File: config.mk
export PLATFORM = sky130hd
export DESIGN_NAME = pc_sequencer
export DESIGN_NICKNAME = d
export VERILOG_FILES = /design/src/rtl/pc_sequencer.sv
export SDC_FILE = /design/constraint.sdc
export NUM_CORES = 1
export LEC_CHECK = 0
export ABC_AREA = 1
export CORE_MARGIN = 5
export CORE_UTILIZATION = 48
export CTS_CLUSTER_DIAMETER = 60
export DETAILED_ROUTE_END_ITERATION = 8
export GPL_TIMING_DRIVEN = 0
export PLACE_DENSITY = 0.86
export SYNTH_ARGS = -nofsm -noshare
export SYNTH_HDL_FRONTEND = slang
export SYNTH_SLANG_ARGS = --single-unit
File: constraint.sdc
create_clock -name i_clk -period 2.86 [get_ports i_clk]
set_input_delay 0.715 -clock i_clk [delete_from_list [all_inputs] [get_ports i_clk]]
set_output_delay 0.715 -clock i_clk [all_outputs]
set_load 0.05 [all_outputs]
File: src/rtl/pc_sequencer.sv
// pc_sequencer: program counter owner for the unpipelined MIPS32 core.
// Runs the IDLE/FETCH/EXEC/TRAP handshake, selects the next PC with fixed
// priority (trap > eret > jr > j > taken branch > pc+4) and keeps the
// EPC / cause / status (IE, EXL) registers.
module pc_sequencer #(
   parameter logic [31:0] RESET_PC   = 32'h0000_0000,
   parameter logic [31:0] EXC_VECTOR = 32'd12,
   parameter int unsigned CAUSE_W    = 5
) (
   input  logic               i_clk,
   input  logic               i_rst_n,
   // instruction memory port
   output logic               o_imem_req,
   output logic [31:0]        o_imem_addr,
   input  logic               i_imem_ready,
   // decode / execute handshake
   output logic               o_instr_valid,
   input  logic               i_exec_done,
   input  logic               i_j,
   input  logic               i_jr,
   input  logic               i_beq,
   input  logic               i_bne,
   input  logic               i_zero,
   input  logic [25:0]        i_imm26,
   input  logic [31:0]        i_rs,
   input  logic               i_eret,
   input  logic               i_ovf,
   input  logic               i_illegal,
   input  logic               i_irq,
   input  logic               i_ie_wr,
   input  logic               i_ie_data,
   // architectural state
   output logic [31:0]        o_pc,
   output logic [31:0]        o_epc,
   output logic [CAUSE_W-1:0] o_cause,
   output logic               o_exl,
   output logic               o_ie,
   output logic               o_trap
);

   typedef enum logic [1:0] {
      S_IDLE  = 2'd0,
      S_FETCH = 2'd1,
      S_EXEC  = 2'd2,
      S_TRAP  = 2'd3
   } state_t;

   localparam logic [CAUSE_W-1:0] EXC_INT = CAUSE_W'(0);
   localparam logic [CAUSE_W-1:0] EXC_RI  = CAUSE_W'(10);
   localparam logic [CAUSE_W-1:0] EXC_OV  = CAUSE_W'(12);

   state_t               r_state;
   state_t               w_state_next;

   logic [31:0]          r_pc;
   logic [31:0]          r_epc;
   logic [CAUSE_W-1:0]   r_cause;
   logic                 r_exl;
   logic                 r_ie;
   // trap information latched in EXEC, applied in TRAP
   logic [31:0]          r_cap_epc;
   logic [CAUSE_W-1:0]   r_cap_code;

   logic [31:0]          w_pc4;
   logic [31:0]          w_br_off;
   logic [31:0]          w_br_target;
   logic [31:0]          w_j_target;
   logic [31:0]          w_eret_target;
   logic [31:0]          w_next_pc;
   logic                 w_taken;
   logic                 w_commit;
   logic                 w_sync_exc;
   logic                 w_irq_take;
   logic                 w_trap;
   logic [CAUSE_W-1:0]   w_trap_code;
   logic [31:0]          w_trap_epc;

   // Candidate targets. Everything except jr is word aligned.
   assign w_pc4         = {r_pc[31:2] + 30'd1, 2'b00};
   assign w_br_off      = {{14{i_imm26[15]}}, i_imm26[15:0], 2'b00};
   assign w_br_target   = w_pc4 + w_br_off;
   assign w_j_target    = {w_pc4[31:28], i_imm26, 2'b00};
   assign w_eret_target = {r_epc[31:2], 2'b00};
   assign w_taken       = (i_beq & i_zero) | (i_bne & ~i_zero);

   // Control inputs only matter when the execute stage signals completion.
   assign w_commit   = (r_state == S_EXEC) && i_exec_done;
   assign w_sync_exc = i_illegal | i_ovf;
   // Interrupts are masked by IE and blocked while already in a handler.
   assign w_irq_take = i_irq & r_ie & ~r_exl;
   assign w_trap     = w_commit & (w_sync_exc | w_irq_take);

   // Next PC for a non-trapping instruction, by fixed priority.
   always_comb begin
      w_next_pc = w_pc4;
      if (i_eret) begin
         w_next_pc = w_eret_target;
      end else if (i_jr) begin
         w_next_pc = i_rs;
      end else if (i_j) begin
         w_next_pc = w_j_target;
      end else if (w_taken) begin
         w_next_pc = w_br_target;
      end
   end

   // Exception code and return address: sync faults restart the faulting
   // instruction, interrupts resume after the completed one.
   always_comb begin
      w_trap_code = EXC_INT;
      w_trap_epc  = w_next_pc;
      if (i_illegal) begin
         w_trap_code = EXC_RI;
         w_trap_epc  = r_pc;
      end else if (i_ovf) begin
         w_trap_code = EXC_OV;
         w_trap_epc  = r_pc;
      end
   end

   // State register.
   always_ff @(posedge i_clk) begin
      if (!i_rst_n) begin
         r_state <= S_IDLE;
      end else begin
         r_state <= w_state_next;
      end
   end

   // Next-state logic and state-decoded handshake outputs.
   always_comb begin
      w_state_next  = r_state;
      o_imem_req    = 1'b0;
      o_instr_valid = 1'b0;
      o_trap        = 1'b0;
      case (r_state)
         S_IDLE: begin
            w_state_next = S_FETCH;
         end
         S_FETCH: begin
            o_imem_req = 1'b1;
            if (i_imem_ready) begin
               w_state_next = S_EXEC;
            end
         end
         S_EXEC: begin
            o_instr_valid = 1'b1;
            if (i_exec_done) begin
               w_state_next = w_trap ? S_TRAP : S_FETCH;
            end
         end
         S_TRAP: begin
            o_trap       = 1'b1;
            w_state_next = S_FETCH;
         end
         default: begin
            w_state_next = S_IDLE;
         end
      endcase
   end

   // Architectural registers: single update point for pc and status.
   always_ff @(posedge i_clk) begin
      if (!i_rst_n) begin
         r_pc       <= {RESET_PC[31:2], 2'b00};
         r_epc      <= 32'd0;
         r_cause    <= '0;
         r_exl      <= 1'b0;
         r_ie       <= 1'b0;
         r_cap_epc  <= 32'd0;
         r_cap_code <= '0;
      end else begin
         if (w_trap) begin
            r_cap_epc  <= w_trap_epc;
            r_cap_code <= w_trap_code;
         end

         if (r_state == S_TRAP) begin
            r_pc    <= {EXC_VECTOR[31:2], 2'b00};
            // a nested sync fault keeps the original return address
            if (!r_exl) begin
               r_epc <= r_cap_epc;
            end
            r_exl   <= 1'b1;
            r_cause <= r_cap_code;
         end else if (w_commit && !w_trap) begin
            r_pc <= w_next_pc;
            if (i_eret) begin
               r_exl <= 1'b0;
            end
         end

         // IE is software-writable in every state, including TRAP.
         if (i_ie_wr) begin
            r_ie <= i_ie_data;
         end
      end
   end

   assign o_pc        = r_pc;
   assign o_imem_addr = r_pc;
   assign o_epc       = r_epc;
   assign o_cause     = r_cause;
   assign o_exl       = r_exl;
   assign o_ie        = r_ie;

endmodule

==> metrics.txt, run 1 <==
outcome=finished, violations left; failing checks=negative setup slack; area grow syn2layout=54.9%; top cell type's share of synthesized area=0.248; CP arrival=3.49 ns; Area contributors post-synth=dfxtp_1 (25%), nand2_1 (16%), nor2_1 (8.1%); Hold WS=0.465 ns; Max Freq=304 MHz; Final ANT Viol Nets=0; WP data required=3.07 ns; startpoint types=register; RSZ-0062 raised after global routing=true; # clock sinks=106; Critical R2R Launch=o_imem_addr[2]$_SDFFE_PN0P_; Mapped Avg Cell Area=6.06 sq um; crit path capture type=register; placed insts=1815; Net Sw Frac=0.340; Num CTS Buffers=9; Max-Cap Viols=0; CTS clock-pin slew for the worst setup and hold paths=0.08 ns; Static Leak=5.77 nW; initial core utilization=0.492; yosys synthesis warning count=0; hold path endpoint=r_cap_code[1]$_SDFFE_PN0P_; Reg2Reg Capture Point=r_cap_epc[21]$_SDFFE_PN0P_; Final Max Tran Viols=0; first drt pass iteration count=6; # IOs=179; Syn Inst Count=1414; min Tclk post-route=3.29 ns; most common cell in the synthesized netlist=nand2_1; final setup TNS=-10.24 ns; CTS Root Cell=clkbuf_16; first-pass GRT wire length=55200 um; largest net degree at the start of global routing=24; post-route insts no fill=1898; Worst-Margin Slew=0.995 ns; count of different cell masters after synthesis=48; clk buf depth=2; relative slew slack=0.336; hold depth=2; # DRC=0; via count=11227; Die Y=144 um; cell taking the most area after synthesis=dfxtp_1; power per cell area=289 nW/um^2; Core Util, Final=0.762; R2R Setup Slk=-0.43 ns; Worst Clk Skew=0.0103 ns; Clock H-tree levels=3; FF-to-FF path depth=21; routed len/inst=20.4 um; Seq cells post-synth=106; Iter 0 DRT Violations=1568; Synth async-reset ratio=0; Layout Nets=1779; Die X-Extent=144 um; hold_sp=r_cap_code[1]$_SDFFE_PN0P_; CTS tree=built; Worst Hold Class=register to register; post-synthesis sequential area ratio=0.248; commonest cells in the netlist=nand2_1 (363), nor2_1 (185), inv_1 (154); routability cong.=1.03; I/O Buffers=175; Clk Latency, worst-skew pair=0.35 ns; Fillers=1201; Clk network pwr share=0.321; DP HPWL=26500 um; Setup CP Type=register to register; cell area after synthesis=8570 sq um; setup slack after layout=-0.428 ns; maximum VDD drop=0.000483 V; Final setup viols=49; ys flop type=dfxtp_1; core outline area=17400 sq um; antenna cell count=0; vias in the first global route=10555; fin crit share=1.15; GRT Util Overall=0.341; Sequential Power Share=0.399; critical path peak fanout=5; FP Rows=48; Die ar.=20600 sq um; drt total wl=38800 um; GRT overflow=0; Net Sw Power=0.00130 W; Fin. Hold Viols=0; internal power=0.00254 W; Comb pwr share=0.280; vias per cell=5.92; share of layout cells above drive strength 1=0.308; initial antenna violation count=0; number of flops mapped to enable cells by yosys=0
logic make-up after synthesis:
logic type	Yosys count	synth area share
XOR/XNOR	29	0.0305
adder cells (fa/ha/maj)	38	0.0563
other	1	0.000437
flip-flops	106	0.248
buffers and inverters	257	0.131
AO/OA/AOI/OAI	264	0.174
AND/OR/NAND/NOR	719	0.361
through the flow:
stage / cell area [sq um] / power, W / worst slack, ns
after floorplan: 8620 / 0.00207 / 0.00692
after global placement: 10700 / 0.00239 / -1.09
after detailed placement: 10700 / 0.00240 / -1.10
after CTS: 12400 / 0.00370 / -0.212
after global routing: 13300 / 0.00396 / -0.479
final: 13300 / 0.00384 / -0.428
layout make-up:
class | instances | area [sq um] | share of cell area
plain buffers | 87 | 485 | 0.0366
clock buffers | 11 | 253 | 0.0190
clock inverters | 5 | 45.0 | 0.00339
inverters | 169 | 641 | 0.0482
multi-input cells | 1052 | 7060 | 0.532
flip-flops and latches | 106 | 2200 | 0.166
well taps | 225 | 282 | 0.0212
repair buffers | 243 | 2310 | 0.174
power by group through the flow:
stage / Combinational, W / Sequential, W / Clock (W)
floorplan: 0.000408 / 0.00166 / 0
global placement: 0.000818 / 0.00158 / 0
detailed placement: 0.000827 / 0.00158 / 0
CTS: 0.000947 / 0.00153 / 0.00123
global route: 0.00112 / 0.00153 / 0.00130
finish: 0.00108 / 0.00153 / 0.00123
per-layer routing:
metal | up-vias | routed length, um | track usage
li1 | 5047 | - | -
met1 | 5109 | 14200 | 0.416
met2 | 843 | 17900 | 0.564
met3 | 228 | 4260 | 0.0682
met4 | 0 | 2510 | 0.185
met5 | - | 0 | 0
state kept, by name, summed over array words and instances (netlist names):
signal       flops
o_epc           32
o_imem_addr     32
r_cap_epc       32
o_cause          3
r_cap_code       3
r_state          2
o_exl            1
o_ie             1
worst max path at each step:
stage	end	cells after the start	start	slack, ns
2_1_floorplan	r_cap_epc[29]$_SDFFE_PN0P_	21	o_imem_addr[2]$_SDFFE_PN0P_	0.007
3_3_place_gp	r_cap_epc[30]$_SDFFE_PN0P_	13	i_imm26[15]	-1.09
3_5_place_dp	r_cap_epc[28]$_SDFFE_PN0P_	13	i_imm26[15]	-1.10
4_1_cts	r_cap_epc[22]$_SDFFE_PN0P_	21	o_imem_addr[2]$_SDFFE_PN0P_	-0.21
5_1_grt	r_cap_epc[26]$_SDFFE_PN0P_	20	o_imem_addr[9]$_SDFFE_PP0P_	-0.48
6_report	r_cap_epc[21]$_SDFFE_PN0P_	21	o_imem_addr[2]$_SDFFE_PN0P_	-0.43
critical path: stages, from the launching register on:
cell      delay [ns]
dfxtp_4         0.42
buf_6           0.12
ha_4            0.13
inv_2           0.04
nor2_4          0.15
buf_6           0.14
nand2_4         0.04
xor2_1          0.16
inv_1           0.11
ha_4            0.33
nand2_4         0.10
nor2_2          0.15
nand3_1         0.11
nand3b_1        0.27
nand2_1         0.12
nand2_2         0.10
buf_4           0.11
nor2_1          0.04
o21ai_2         0.14
nand2_1         0.10
o21ai_2         0.15
a21oi_1         0.10
layout by cell type (no fill, tap or decap), types with 5 or more instances in the layout:
master	count
nand2_2	86
buf_4	93
o21ai_0	59
clkbuf_1	37
o21ai_2	11
clkbuf_16	9
nor3_4	5
a21oi_1	91
o211ai_1	28
xor2_4	5
buf_6	11
nor2_2	20
o21ai_1	16
ha_1	9
clkdlybuf4s50_1	174
inv_1	137
ha_4	27
dfxtp_4	19
nand4_1	15
nand2_1	260
dfxtp_1	81
nand3_2	43
inv_2	26
a21oi_2	24
buf_2	12
nor2_1	153
a21oi_4	7
dfxtp_2	6
nand3_1	54
nand2_4	30
nor2_4	29
nor3_2	5
xor2_2	10
xor2_1	8
repair_timing:
item                                    4_1_cts  5_1_grt
pin swaps                                    98       75
buffers inserted                             53       17
gates resized for setup                     262      167
endpoints found under the setup margin       51       58
hold buffers                                  0        0
Power figures use the tool's default switching activity.
==> run 2: changes to the inputs <==
--- a/config.mk
+++ b/config.mk
@@ -7,11 +7,11 @@
 export LEC_CHECK = 0
 export ABC_AREA = 1
 export CORE_MARGIN = 5
-export CORE_UTILIZATION = 48
+export CORE_UTILIZATION = 57
 export CTS_CLUSTER_DIAMETER = 60
 export DETAILED_ROUTE_END_ITERATION = 8
 export GPL_TIMING_DRIVEN = 0
-export PLACE_DENSITY = 0.86
+export PLACE_DENSITY = 0.95
 export SYNTH_ARGS = -nofsm -noshare
 export SYNTH_HDL_FRONTEND = slang
 export SYNTH_SLANG_ARGS = --single-unit
==> constraint.sdc (replaced) <==
create_clock -name i_clk -period 4.2 [get_ports i_clk]
set_input_delay 1.05 -clock i_clk [delete_from_list [all_inputs] [get_ports i_clk]]
set_output_delay 1.05 -clock i_clk [all_outputs]
set_load 0.05 [all_outputs]
==> run 2 against run 1 <==
  * The run now ends clean
  * Worst setup slack better by 0.70 ns
  * Sequential share of layout area is 3.0 points higher
  * Clock skew is 0.0044 ns lower
  * Sequential cell count stayed put
  * Via count is 7.1% lower
  * Routed wire length is 14% lower
  * Sequential power is 31% lower
  * Core utilization is 2.2 points lower
  * Largest power group unchanged
  * Highest routed layer unchanged
==> metrics.txt, run 2 (synthesis gave the netlist of run 1 again) <==
Clk Latency, worst-skew pair=0.35 ns; outcome=completed; FF-to-FF path depth=19; core outline area=14600 sq um; Comb pwr share=0.239; met3 wire length=3560 um; routed len/inst=18.7 um; CTS Root Cell=clkbuf_16; maximum VDD drop=0.000265 V; I/O Buffers=175; met1 WL=12800 um; placed insts=1774; Clock H-tree levels=3; # clock sinks=106; critical-path cell list=ha_1 -> nand2_1 -> nor2_4 -> inv_1 -> nor2_1 -> xor2_1 -> inv_1 -> ha_1 -> nand2_1 -> nor4_1 -> nand3_1 -> nand3_1 -> nand2_1 -> nand3_1 -> nand2_1 -> nand2_1 -> nand3_1 -> nand2_1 -> a21oi_1; Num CTS Buffers=9; Crit path top cell by count=nand2_1; Multi-input gate area=5330 sq um; GRT Util Overall=0.366; initial antenna violation count=0; fin crit share=0.936; R2R Setup Slk=0.27 ns; most common cell after layout, fill and taps aside=nand2_1; min Tclk post-route=3.93 ns; top sig layer=met4; largest net degree at the start of global routing=24; hold path endpoint=r_cap_epc[6]$_SDFFE_PN0P_; Die ar.=17600 sq um; commonest cells after routing, fill and taps aside=nand2_1 (363), nor2_1 (185), clkdlybuf4s50_1 (174); hold depth=2; Static Leak=4.96 nW; # DRC=0; CP arrival=4.14 ns; Final setup viols=0; first-pass GRT wire length=51900 um; antenna cell count=0; Max Freq=254 MHz; FP Rows=44; Iter 0 DRT Violations=1311; WP data required=4.41 ns; vias per cell=5.83; # IOs=179; hold_sp=r_cap_epc[6]$_SDFFE_PN0P_; Worst-Margin Slew=0.983 ns; Tot Pwr=0.00244 W; critical path peak fanout=8; vias in the first global route=10000; Layout Nets=1712; Setup CP Type=register to register; Fin. Hold Viols=0; met2 wire length=15400 um; initial core utilization=0.585; Final ANT Viol Nets=0; area grow syn2layout=26.5%; GRT overflow=0; Critical-path top delay cell=nor4_1; drt total wl=33600 um; Sequential Power Share=0.432; post-route insts no fill=1790; crit path capture type=register; internal power=0.00164 W; startpoint types=register; share of layout cells above drive strength 1=0.0778; Net Sw Power=0.000798 W; Net Sw Frac=0.327; via count=10435; Final Max Tran Viols=0; hold-fix buffer count after cts=0; Reg area=2120 sq um; routability cong.=1.01; CTS tree=built; Worst Clk Skew=0.00591 ns; power per cell area=225 nW/um^2; clk buf depth=2; Reg2Reg Capture Point=r_cap_epc[25]$_SDFFE_PN0P_; Fillers=1227; Clk network pwr share=0.329; RSZ-0062 raised after global routing=false; relative slew slack=0.344; CTS clock-pin slew for the worst setup and hold paths=0.07 ns; first drt pass iteration count=6; Crit path largest cell delay=0.61 ns; Worst Hold Class=register to register; DP HPWL=26700 um; Die Y=133 um; Max-Cap Viols=0; Critical R2R Launch=o_imem_addr[3]$_SDFFE_PN0P_; Die X-Extent=133 um
-- run 2: cell count changes in the layout (fill, tap and decap cells not counted), moves of 19 or more --
cell | before | now
nand2_2 | 86 | 14
nand3_1 | 54 | 97
ha_1 | 9 | 37
ha_4 | 27 | 0
buf_4 | 93 | 38
nor2_1 | 153 | 185
dfxtp_1 | 81 | 105
dfxtp_4 | 19 | 0
a21oi_1 | 91 | 117
nor2_4 | 29 | 8
nand2_1 | 260 | 363
nand3_2 | 43 | 3
a21oi_2 | 24 | 5
nand2_4 | 30 | 0
-- run 2: cell type report --
cell class	count	area share
repair buffers	175	0.162
flip-flops and latches	106	0.196
clock buffers	10	0.0211
plain buffers	88	0.0450
well taps	184	0.0212
multi-input cells	1052	0.492
clock inverters	6	0.00462
inverters	169	0.0585
-- run 2: repair_timing --
| action | in CTS | in global routing |
|---|---|---|
| gates resized for setup | 0 | 2 |
| buffers inserted | 0 | 0 |
| endpoints found under the hold margin | 0 | 0 |
| setup endpoints to repair | 0 | 7 |
-- run 2: power by group through the flow --
stage / Clock (W) / Sequential, W / Combinational, W
6_report: 0.000803 / 0.00105 / 0.000582
5_1_grt: 0.000836 / 0.00106 / 0.000622
4_1_cts: 0.000794 / 0.00105 / 0.000568
3_5_place_dp: 0 / 0.00107 / 0.000563
3_3_place_gp: 0 / 0.00107 / 0.000555
2_1_floorplan: 0 / 0.00113 / 0.000277
-- run 2: worst max-delay path: cells and delay by family (launching register included) --
family          cells  cell delay [ns]
simple gates       13             2.09
buf+inv             2             0.14
compound gates      1             0.07
flops               1             0.58
xor+xnor            1             0.28
fa+ha+maj           2             0.63
-- run 2: worst max-delay path by stage --
stage	startpoint	end	slack [ns]	cells past startpoint
CTS	i_imm26[15]	r_cap_epc[22]$_SDFFE_PN0P_	0.23	15
global route	o_imem_addr[3]$_SDFFE_PN0P_	r_cap_epc[22]$_SDFFE_PN0P_	0.03	20
finish	o_imem_addr[3]$_SDFFE_PN0P_	r_cap_epc[25]$_SDFFE_PN0P_	0.27	19
global placement	i_imm26[15]	r_cap_epc[22]$_SDFFE_PN0P_	-0.06	15
detailed placement	i_imm26[15]	r_cap_epc[21]$_SDFFE_PN0P_	-0.10	13
floorplan	o_imem_addr[2]$_SDFFE_PN0P_	o_imem_addr[22]$_SDFFE_PP0P_	0.94	21
-- run 2: stage by stage --
stage,utilization,setup slack [ns],instance area (sq um),hold WS (ns),setup TNS (ns)
2_1_floorplan,-,0.937,8580,0.429,0
3_3_place_gp,0.721,-0.0589,10600,0.446,-0.222
3_5_place_dp,0.721,-0.102,10600,0.457,-0.465
4_1_cts,0.740,0.226,10800,0.468,0
5_1_grt,0.740,0.0289,10800,0.495,0
6_report,0.740,0.270,10800,0.472,0
-- run 2: layer usage --
layer	global-route usage	up-vias
li1	-	4909
met1	0.455	4660
met2	0.611	713
met3	0.0668	153
met4	0.180	0
met5	0	-
==> run 3: changes to the inputs <==
--- a/config.mk
+++ b/config.mk
@@ -12,6 +12,7 @@
 export DETAILED_ROUTE_END_ITERATION = 8
 export GPL_TIMING_DRIVEN = 0
 export PLACE_DENSITY = 0.95
+export SKIP_LAST_GASP = 1
 export SYNTH_ARGS = -nofsm -noshare
 export SYNTH_HDL_FRONTEND = slang
 export SYNTH_SLANG_ARGS = --single-unit
==> results of run 3 <==
The final DEF is identical to that of run 2; final timing and power are the same.
